### config.mk
export PLATFORM = sky130hd
export DESIGN_NAME = ci_px_walker_flat
export DESIGN_NICKNAME = d
export VERILOG_FILES = /design/src/rtl/ci_px_walker_pkg.sv /design/src/rtl/ci_px_walker_if.sv /design/src/rtl/ci_px_walker_cell_scan_ctr.sv /design/src/rtl/ci_px_walker.sv /design/src/flat_wrapper.sv
export SDC_FILE = /design/constraint.sdc
export NUM_CORES = 1
export LEC_CHECK = 0
export ABC_AREA = 1
export CORE_ASPECT_RATIO = 0.6
export CORE_UTILIZATION = 58
export CTS_CLUSTER_DIAMETER = 200
export DETAILED_ROUTE_END_ITERATION = 8
export MAX_ROUTING_LAYER = met4
export PLACE_DENSITY = 0.86
export SLEW_MARGIN = 20
export SYNTH_ARGS = -nofsm -noshare
export SYNTH_HDL_FRONTEND = slang
export SYNTH_HIERARCHICAL = 1
export SYNTH_SLANG_ARGS = --single-unit
### constraint.sdc
create_clock -name clk -period 5 [get_ports clk]
set_input_delay 0.5 -clock clk [delete_from_list [all_inputs] [get_ports clk]]
set_output_delay 0.5 -clock clk [all_outputs]
set_load 0.01 [all_outputs]
### src/rtl/ci_px_walker_pkg.sv
// rtl/ci_px_walker_pkg.sv - shared display geometry for the character-index walker
package ci_px_walker_pkg;

  localparam int FONT_W_D   = 10;
  localparam int FONT_H_D   = 12;
  localparam int SCREEN_W_D = 640;
  localparam int SCREEN_H_D = 480;

  localparam int NCW = SCREEN_W_D / FONT_W_D;
  localparam int NCH = SCREEN_H_D / FONT_H_D;
  localparam int NC  = NCW * NCH;
  localparam int CIW = $clog2(NC);
  localparam int XW  = $clog2(SCREEN_W_D);
  localparam int YW  = $clog2(SCREEN_H_D);
  localparam int FXW = $clog2(FONT_W_D);
  localparam int FYW = $clog2(FONT_H_D);

  typedef enum logic {
    IDLE = 1'b0,
    RUN  = 1'b1
  } walk_state_t;

endpackage

### src/rtl/ci_px_walker_if.sv
// rtl/ci_px_walker_if.sv - index-in / pixel-beat-out handshake bundle
interface ci_px_walker_if #(
  parameter int CIW = ci_px_walker_pkg::CIW,
  parameter int XW  = ci_px_walker_pkg::XW,
  parameter int YW  = ci_px_walker_pkg::YW,
  parameter int FXW = ci_px_walker_pkg::FXW,
  parameter int FYW = ci_px_walker_pkg::FYW
);
  logic           ci_valid;
  logic [CIW-1:0] ci;
  logic           ci_ready;
  logic           p_valid;
  logic           p_ready;
  logic [XW-1:0]  px;
  logic [YW-1:0]  py;
  logic [FXW-1:0] fx;
  logic [FYW-1:0] fy;
  logic           p_last;
  logic           err;

  // Upstream index source plus downstream pixel sink
  modport master (
    output ci_valid, ci, p_ready,
    input  ci_ready, p_valid, px, py, fx, fy, p_last, err
  );

  // The walker itself
  modport slave (
    input  ci_valid, ci, p_ready,
    output ci_ready, p_valid, px, py, fx, fy, p_last, err
  );
endinterface

### src/rtl/ci_px_walker_cell_scan_ctr.sv
// rtl/ci_px_walker_cell_scan_ctr.sv - raster counter over one glyph cell
module cell_scan_ctr #(
  parameter int W  = 10,
  parameter int H  = 12,
  parameter int XW = 4,
  parameter int YW = 4
) (
  input  logic          clk,
  input  logic          rst,
  input  logic          clear,
  input  logic          en,
  output logic [XW-1:0] x,
  output logic [YW-1:0] y,
  output logic          wrap,
  output logic          last
);

  assign wrap = (x == XW'(W - 1));
  assign last = wrap && (y == YW'(H - 1));

  // Step x each enable, carrying into y at the row end; whole cell wraps to 0,0
  always_ff @(posedge clk or posedge rst) begin
    if (rst) begin
      x <= '0;
      y <= '0;
    end else if (clear) begin
      x <= '0;
      y <= '0;
    end else if (en) begin
      if (wrap) begin
        x <= '0;
        y <= last ? '0 : y + 1'b1;
      end else begin
        x <= x + 1'b1;
      end
    end
  end

endmodule

### src/rtl/ci_px_walker.sv
// rtl/ci_px_walker.sv - expands a character index into its glyph pixel coordinates
module ci_px_walker
  import ci_px_walker_pkg::*;
#(
  parameter int FONT_W   = FONT_W_D,
  parameter int FONT_H   = FONT_H_D,
  parameter int SCREEN_W = SCREEN_W_D,
  parameter int SCREEN_H = SCREEN_H_D
) (
  input logic            clk,
  input logic            rst,
  ci_px_walker_if.slave  bus
);

  localparam int CELLS_W = SCREEN_W / FONT_W;
  localparam int CELLS_H = SCREEN_H / FONT_H;
  localparam int CELLS   = CELLS_W * CELLS_H;
  localparam int X_W     = $clog2(SCREEN_W);
  localparam int Y_W     = $clog2(SCREEN_H);
  localparam int FX_W    = $clog2(FONT_W);
  localparam int FY_W    = $clog2(FONT_H);

  walk_state_t     state_q, state_d;
  logic [X_W-1:0]  base_x_q, px_q, new_bx;
  logic [Y_W-1:0]  base_y_q, py_q, new_by;
  logic            err_q;
  logic [FX_W-1:0] fx;
  logic [FY_W-1:0] fy;
  logic            row_wrap, cell_last;
  logic            accept, in_range, start, xfer;
  int              ci_int;

  assign accept   = bus.ci_valid && (state_q == IDLE);
  assign in_range = ci_int < CELLS;
  assign start    = accept && in_range;
  assign xfer     = (state_q == RUN) && bus.p_ready;

  // Cell origin from the index; constant divisor, so no iterative divider
  always_comb begin
    ci_int = int'(bus.ci);
    new_bx = X_W'((ci_int % CELLS_W) * FONT_W);
    new_by = Y_W'((ci_int / CELLS_W) * FONT_H);
  end

  cell_scan_ctr #(
    .W  (FONT_W),
    .H  (FONT_H),
    .XW (FX_W),
    .YW (FY_W)
  ) u_scan (
    .clk   (clk),
    .rst   (rst),
    .clear (start),
    .en    (xfer),
    .x     (fx),
    .y     (fy),
    .wrap  (row_wrap),
    .last  (cell_last)
  );

  // State register
  always_ff @(posedge clk or posedge rst) begin
    if (rst) state_q <= IDLE;
    else     state_q <= state_d;
  end

  // Next state: start on an in-range accept, finish when the last beat goes out
  always_comb begin
    state_d = state_q;
    case (state_q)
      IDLE:    if (start) state_d = RUN;
      RUN:     if (xfer && cell_last) state_d = IDLE;
      default: state_d = IDLE;
    endcase
  end

  // Screen coordinates tracked incrementally so px/py come straight from flops
  always_ff @(posedge clk or posedge rst) begin
    if (rst) begin
      base_x_q <= '0;
      base_y_q <= '0;
      px_q     <= '0;
      py_q     <= '0;
    end else if (start) begin
      base_x_q <= new_bx;
      base_y_q <= new_by;
      px_q     <= new_bx;
      py_q     <= new_by;
    end else if (xfer) begin
      if (row_wrap) begin
        px_q <= base_x_q;
        py_q <= py_q + 1'b1;
      end else begin
        px_q <= px_q + 1'b1;
      end
    end
  end

  // One-cycle pulse for an out-of-range index
  always_ff @(posedge clk or posedge rst) begin
    if (rst) err_q <= 1'b0;
    else     err_q <= accept && !in_range;
  end

  assign bus.ci_ready = (state_q == IDLE);
  assign bus.p_valid  = (state_q == RUN);
  assign bus.p_last   = (state_q == RUN) && cell_last;
  assign bus.px       = px_q;
  assign bus.py       = py_q;
  assign bus.fx       = fx;
  assign bus.fy       = fy;
  assign bus.err      = err_q;

endmodule
### src/flat_wrapper.sv
// flat-port wrapper written by rule: the top's interface ports become plain ports
module ci_px_walker_flat import ci_px_walker_pkg::*;
#(
  parameter int FONT_W   = FONT_W_D,
  parameter int FONT_H   = FONT_H_D,
  parameter int SCREEN_W = SCREEN_W_D,
  parameter int SCREEN_H = SCREEN_H_D
)
  (clk, rst, bus_ci_valid, bus_ci, bus_p_ready, bus_ci_ready, bus_p_valid, bus_px, bus_py, bus_fx, bus_fy, bus_p_last, bus_err);
  ci_px_walker_if bus_i ();
  input logic clk;
  input logic rst;
  input wire logic [$bits(bus_i.ci_valid)-1:0] bus_ci_valid;
  input wire logic [$bits(bus_i.ci)-1:0] bus_ci;
  input wire logic [$bits(bus_i.p_ready)-1:0] bus_p_ready;
  output wire logic [$bits(bus_i.ci_ready)-1:0] bus_ci_ready;
  output wire logic [$bits(bus_i.p_valid)-1:0] bus_p_valid;
  output wire logic [$bits(bus_i.px)-1:0] bus_px;
  output wire logic [$bits(bus_i.py)-1:0] bus_py;
  output wire logic [$bits(bus_i.fx)-1:0] bus_fx;
  output wire logic [$bits(bus_i.fy)-1:0] bus_fy;
  output wire logic [$bits(bus_i.p_last)-1:0] bus_p_last;
  output wire logic [$bits(bus_i.err)-1:0] bus_err;
  assign bus_i.ci_valid = bus_ci_valid;
  assign bus_i.ci = bus_ci;
  assign bus_i.p_ready = bus_p_ready;
  assign bus_ci_ready = bus_i.ci_ready;
  assign bus_p_valid = bus_i.p_valid;
  assign bus_px = bus_i.px;
  assign bus_py = bus_i.py;
  assign bus_fx = bus_i.fx;
  assign bus_fy = bus_i.fy;
  assign bus_p_last = bus_i.p_last;
  assign bus_err = bus_i.err;
  ci_px_walker #(.FONT_W(FONT_W), .FONT_H(FONT_H), .SCREEN_W(SCREEN_W), .SCREEN_H(SCREEN_H)) u_core (.clk(clk), .rst(rst), .bus(bus_i));
endmodule
==> metrics list <==
- The flow ran to the end, and the final reports show no timing, DRC or antenna violations.
- Top-area cell type share of the netlist area: about a third
* Cell type contributing the most total cell area after synthesis: sky130_fd_sc_hd__dfrtp_1
- Summed over all failing endpoints, the final setup total negative slack is 0 ns.
- Post-Syn Nets: 420
- The floorplan step set the die height to ~56 µm.
- Dominant combinational cell family by area after synthesis: simple AND/OR/NAND/NOR gates
- Slew Viols, Final: 0
- Layout Nets: roughly 470
- Hold repair after CTS inserted 0 buffers.
- Count of cell types in the netlist: 36
- Count of state elements after synthesis: 38
* Final hold violations: 0
* Share of async-settable or async-resettable flops after synthesis: 100%
* Share of the synthesized netlist area taken by xor and xnor gates: less than 1%
* DR DRC count: 0
- Yosys printed 6 warnings.
- Final cycle utilization of the critical path: 51.4%
* I/O pin count: 47
- Latest clock arrival within the worst-skew pair: 0.30 ns
- Count of final setup violators: 0
* Max-capacitance violation count: 0
* Number of standard-cell rows in the floorplan: 19
- The initial antenna violation count is 0.
- Clock-pin slew on the worst setup and hold paths: 0.07 ns
* Post-synth top cells: sky130_fd_sc_hd__nand2_1, sky130_fd_sc_hd__inv_1, sky130_fd_sc_hd__nand3_1, sky130_fd_sc_hd__dfrtp_1, sky130_fd_sc_hd__nor2_1
- Combined global-route utilization of all metal layers: between 20 and 30%
- Post-DR vias/cell: 5.40
* Final HPWL from detailed placement: 4.93 mm
- After detailed routing, the met3 layer carries roughly 530 µm of wire.
- In this run the remaining antenna-violating nets after routing total 0.
* Most instantiated flip-flop cell in the synthesis netlist: sky130_fd_sc_hd__dfrtp_1
- In this run the top signal layer used is met4.
* Growth of design area from synthesis to finish: 20.0%
- The final route contains 2663 vias.
* Drt pass-1 iters: 5
- Worst clock skew: 0.0126 ns
* Post-synthesis mux area share: 0%
- Fraction of layout cells with a size suffix above 1: 8.60%
- Maximum clock rate: 0.389 GHz
* Die span in x: between 90 and 100 µm
* Routability congestion estimate: between 0.8 and 0.9
- Buffers on Ports: 46
- The first global-routing pass estimated 10.9 mm of wire.
- Met1 layer wirelength in the final routing: between 3 and 4 mm
- Avg Cell Area, Syn: between 7 and 8 µm²
- Number of cells produced by synthesis: 383
- Static power due to leakage: ~1.7 nW
- Most Frequent Cell on Critical Path: sky130_fd_sc_hd__nand2_1
* Cell Area, Synth: 0.00278 mm²
* Worst-margin pin slew: 1.04 ns
- Pin count of the biggest net entering global routing: 43
* TritonCTS buffer count: 5
- Sequential share of the synthesized area: between 30% and 40%
* Synth top area cells: sky130_fd_sc_hd__dfrtp_1, sky130_fd_sc_hd__nand2_1, sky130_fd_sc_hd__ha_1
- Starting Density: between 60% and 70%
- The worst pin sits at a relative slew slack of approximately 30%.
* Area of the die: approximately 0.0051 mm²
- Delay of the slowest cell on the worst path: a little under 0.8 ns
- Summing the areas of all fa, ha and maj instances in the mapped netlist gives roughly a tenth of the synthesized area.
* Number of antenna cells inserted: 0
- Basic-gate share of the synthesized area counting and, or, nand and nor cells: between 30% and 40%
* Critical path start-end classification: input pin to flip-flop
- TritonCTS built the clock tree.
- In the final routed layout, each cell accounts on average for roughly 13 µm.
- Worst Path Required: about 5.2 ns
- Post-CTS timing repair inserted 0 buffers for setup.
* Peak fanout along the critical path: 42
* Arrival time of data at the critical path endpoint: between 2 and 3 ns
- Yosys instantiated no cell more often than sky130_fd_sc_hd__nand2_1.
* Worst vdd ir: 0.308 mV
* 1st-iter DRT viols: about 220
- In this run, synthesis inferred 0 flip-flops with an integrated enable.
- Wires add up to ~6.5 mm.
* Congestion Overflow GR: 0
- In the detailed route, the total length drawn on met2 is about 2.7 mm.
* Hold/Removal Path Class: input pin to async pin
- In this run the standard cell core region covers around 0.0046 mm².
- Startpoint type of the worst setup path: input pin
* Fraction of the core area covered by cells at the end of the flow: a little over 70%
* Shortest period the worst path allows: 2.57 ns
* Power density normalized to cell area: ~480 mW/mm²
- Highest-delay cell along the critical path: sky130_fd_sc_hd__nor2_4
* Compound-Gate Fraction of Synth Area: 11.6%
* Root buf cell: sky130_fd_sc_hd__clkbuf_8
- Setup repair after global routing left no endpoint under its margin.
- STA classifies the critical path endpoint as a flip-flop.
- Maximum clock insertion buffer count: 2
- H-tree levels: 2
- The clock net in this run drives a total of 38 sinks.
- Vias in the first global route: around 2300
- Hold is met by 0.408 ns.
- The critical path goes through clkdlybuf4s50_1 > inv_1 > ha_1 > nand2_1 > nand2_1 > nor2_4 > nor2_4 > inv_4 > o21ai_2 > nand2_1 > o21ai_1.
- Count of instances resized after the clock tree is built: 0
[cells by family (layout without fill, tap and decap cells)]
group	after synthesis	after routing
adder cells (fa/ha/maj)	21	21
AND/OR/NAND/NOR	200	200
flip-flops	38	38
XOR/XNOR	2	2
buffers and inverters	67	114
AO/OA/AOI/OAI	55	55
[layout by cell type (no fill, tap or decap), types with 3 or more instances in the layout]
cell type                           n
sky130_fd_sc_hd__o21ai_2            3
sky130_fd_sc_hd__ha_1              19
sky130_fd_sc_hd__inv_1             53
sky130_fd_sc_hd__o21ai_0           14
sky130_fd_sc_hd__a21oi_1           23
sky130_fd_sc_hd__nand3_1           39
sky130_fd_sc_hd__or2_2              3
sky130_fd_sc_hd__clkbuf_8           6
sky130_fd_sc_hd__clkdlybuf4s50_1   46
sky130_fd_sc_hd__nor3_1             4
sky130_fd_sc_hd__dfrtp_1           38
sky130_fd_sc_hd__o21ai_1            6
sky130_fd_sc_hd__nand2_1          110
sky130_fd_sc_hd__nand4_1            3
sky130_fd_sc_hd__inv_2              3
sky130_fd_sc_hd__nand2_2            4
sky130_fd_sc_hd__nand3b_1           5
sky130_fd_sc_hd__nor2_1            24
sky130_fd_sc_hd__nor2_2             4
[state kept, by name, indices dropped and copies added, names as in the netlist]
register / count
u_core/bus.px: 10
u_core/u_scan/x: 4
u_core/u_scan/y: 4
u_core/bus.p_valid: 1
u_core/bus.py: 9
u_core/bus.err: 1
u_core/base_x_q: 9
[where the power goes]
| part | switching, W | total (W) | leakage, nW | internal [W] |
|---|---|---|---|---|
| combinational | 0.000412 | 0.000782 | 1.18 | 0.000369 |
| clock | 0.000113 | 0.000224 | 0.0472 | 0.000111 |
| sequential | 0.000152 | 0.000591 | 0.462 | 0.000440 |
[final timing paths]
| path | depth (start not counted) | slack, ns | from | end |
|---|---|---|---|---|
| worst max-delay path | 11 | 2.43 | bus_ci[10] | u_core/u_scan/y[1] |
| worst min-delay path | 2 | 0.41 | rst | u_core/bus.err |
| worst max register to register | 10 | 2.85 | u_core/u_scan/x[1] | u_core/bus.px[8] |
| worst min register to register | 2 | 0.50 | u_core/base_x_q[2] | u_core/base_x_q[2] |
| max in group asynchronous | 3 | 4.04 | rst | u_core/base_x_q[4] |
| min in group clk | 2 | 0.50 | u_core/base_x_q[2] | u_core/base_x_q[2] |
[stage by stage]
stage | power (W) | instances | area [µm²] | setup slack, ns
after floorplan | 0.00103 | 383 | 2780 | 3.10
after global placement | 0.00133 | 485 | 3240 | 2.19
after detailed placement | 0.00136 | 485 | 3240 | 2.14
after CTS | 0.00159 | 493 | 3340 | 2.44
after global routing | 0.00171 | 493 | 3340 | 2.22
final | 0.00160 | 493 | 3340 | 2.43
[layout make-up]
| class | count | area [µm²] |
|---|---|---|
| timing repair buffer | 47 | 468 |
| clock inverter | 2 | 12.5 |
| multi-input combinational | 278 | 1520 |
| inverter | 59 | 231 |
| tap | 63 | 78.8 |
| clock buffer | 6 | 82.6 |
| fill | 360 | 1250 |
| sequential | 38 | 951 |
[metal layers]
metal	global-route usage, %	up-vias
met5	-	-
met4	6.12	0
met3	6.28	6
met2	38.8	111
met1	42.5	1224
li1	-	1322
[worst max-delay path, delay by kind of cell]
family | cells | cell delay [ns]
AOI/OAI and AO/OA | 2 | 0.17
adders and majority gates | 1 | 0.19
buffers and inverters | 3 | 0.68
and+or+nand+nor | 5 | 1.19
Power figures use the tool's default switching activity.
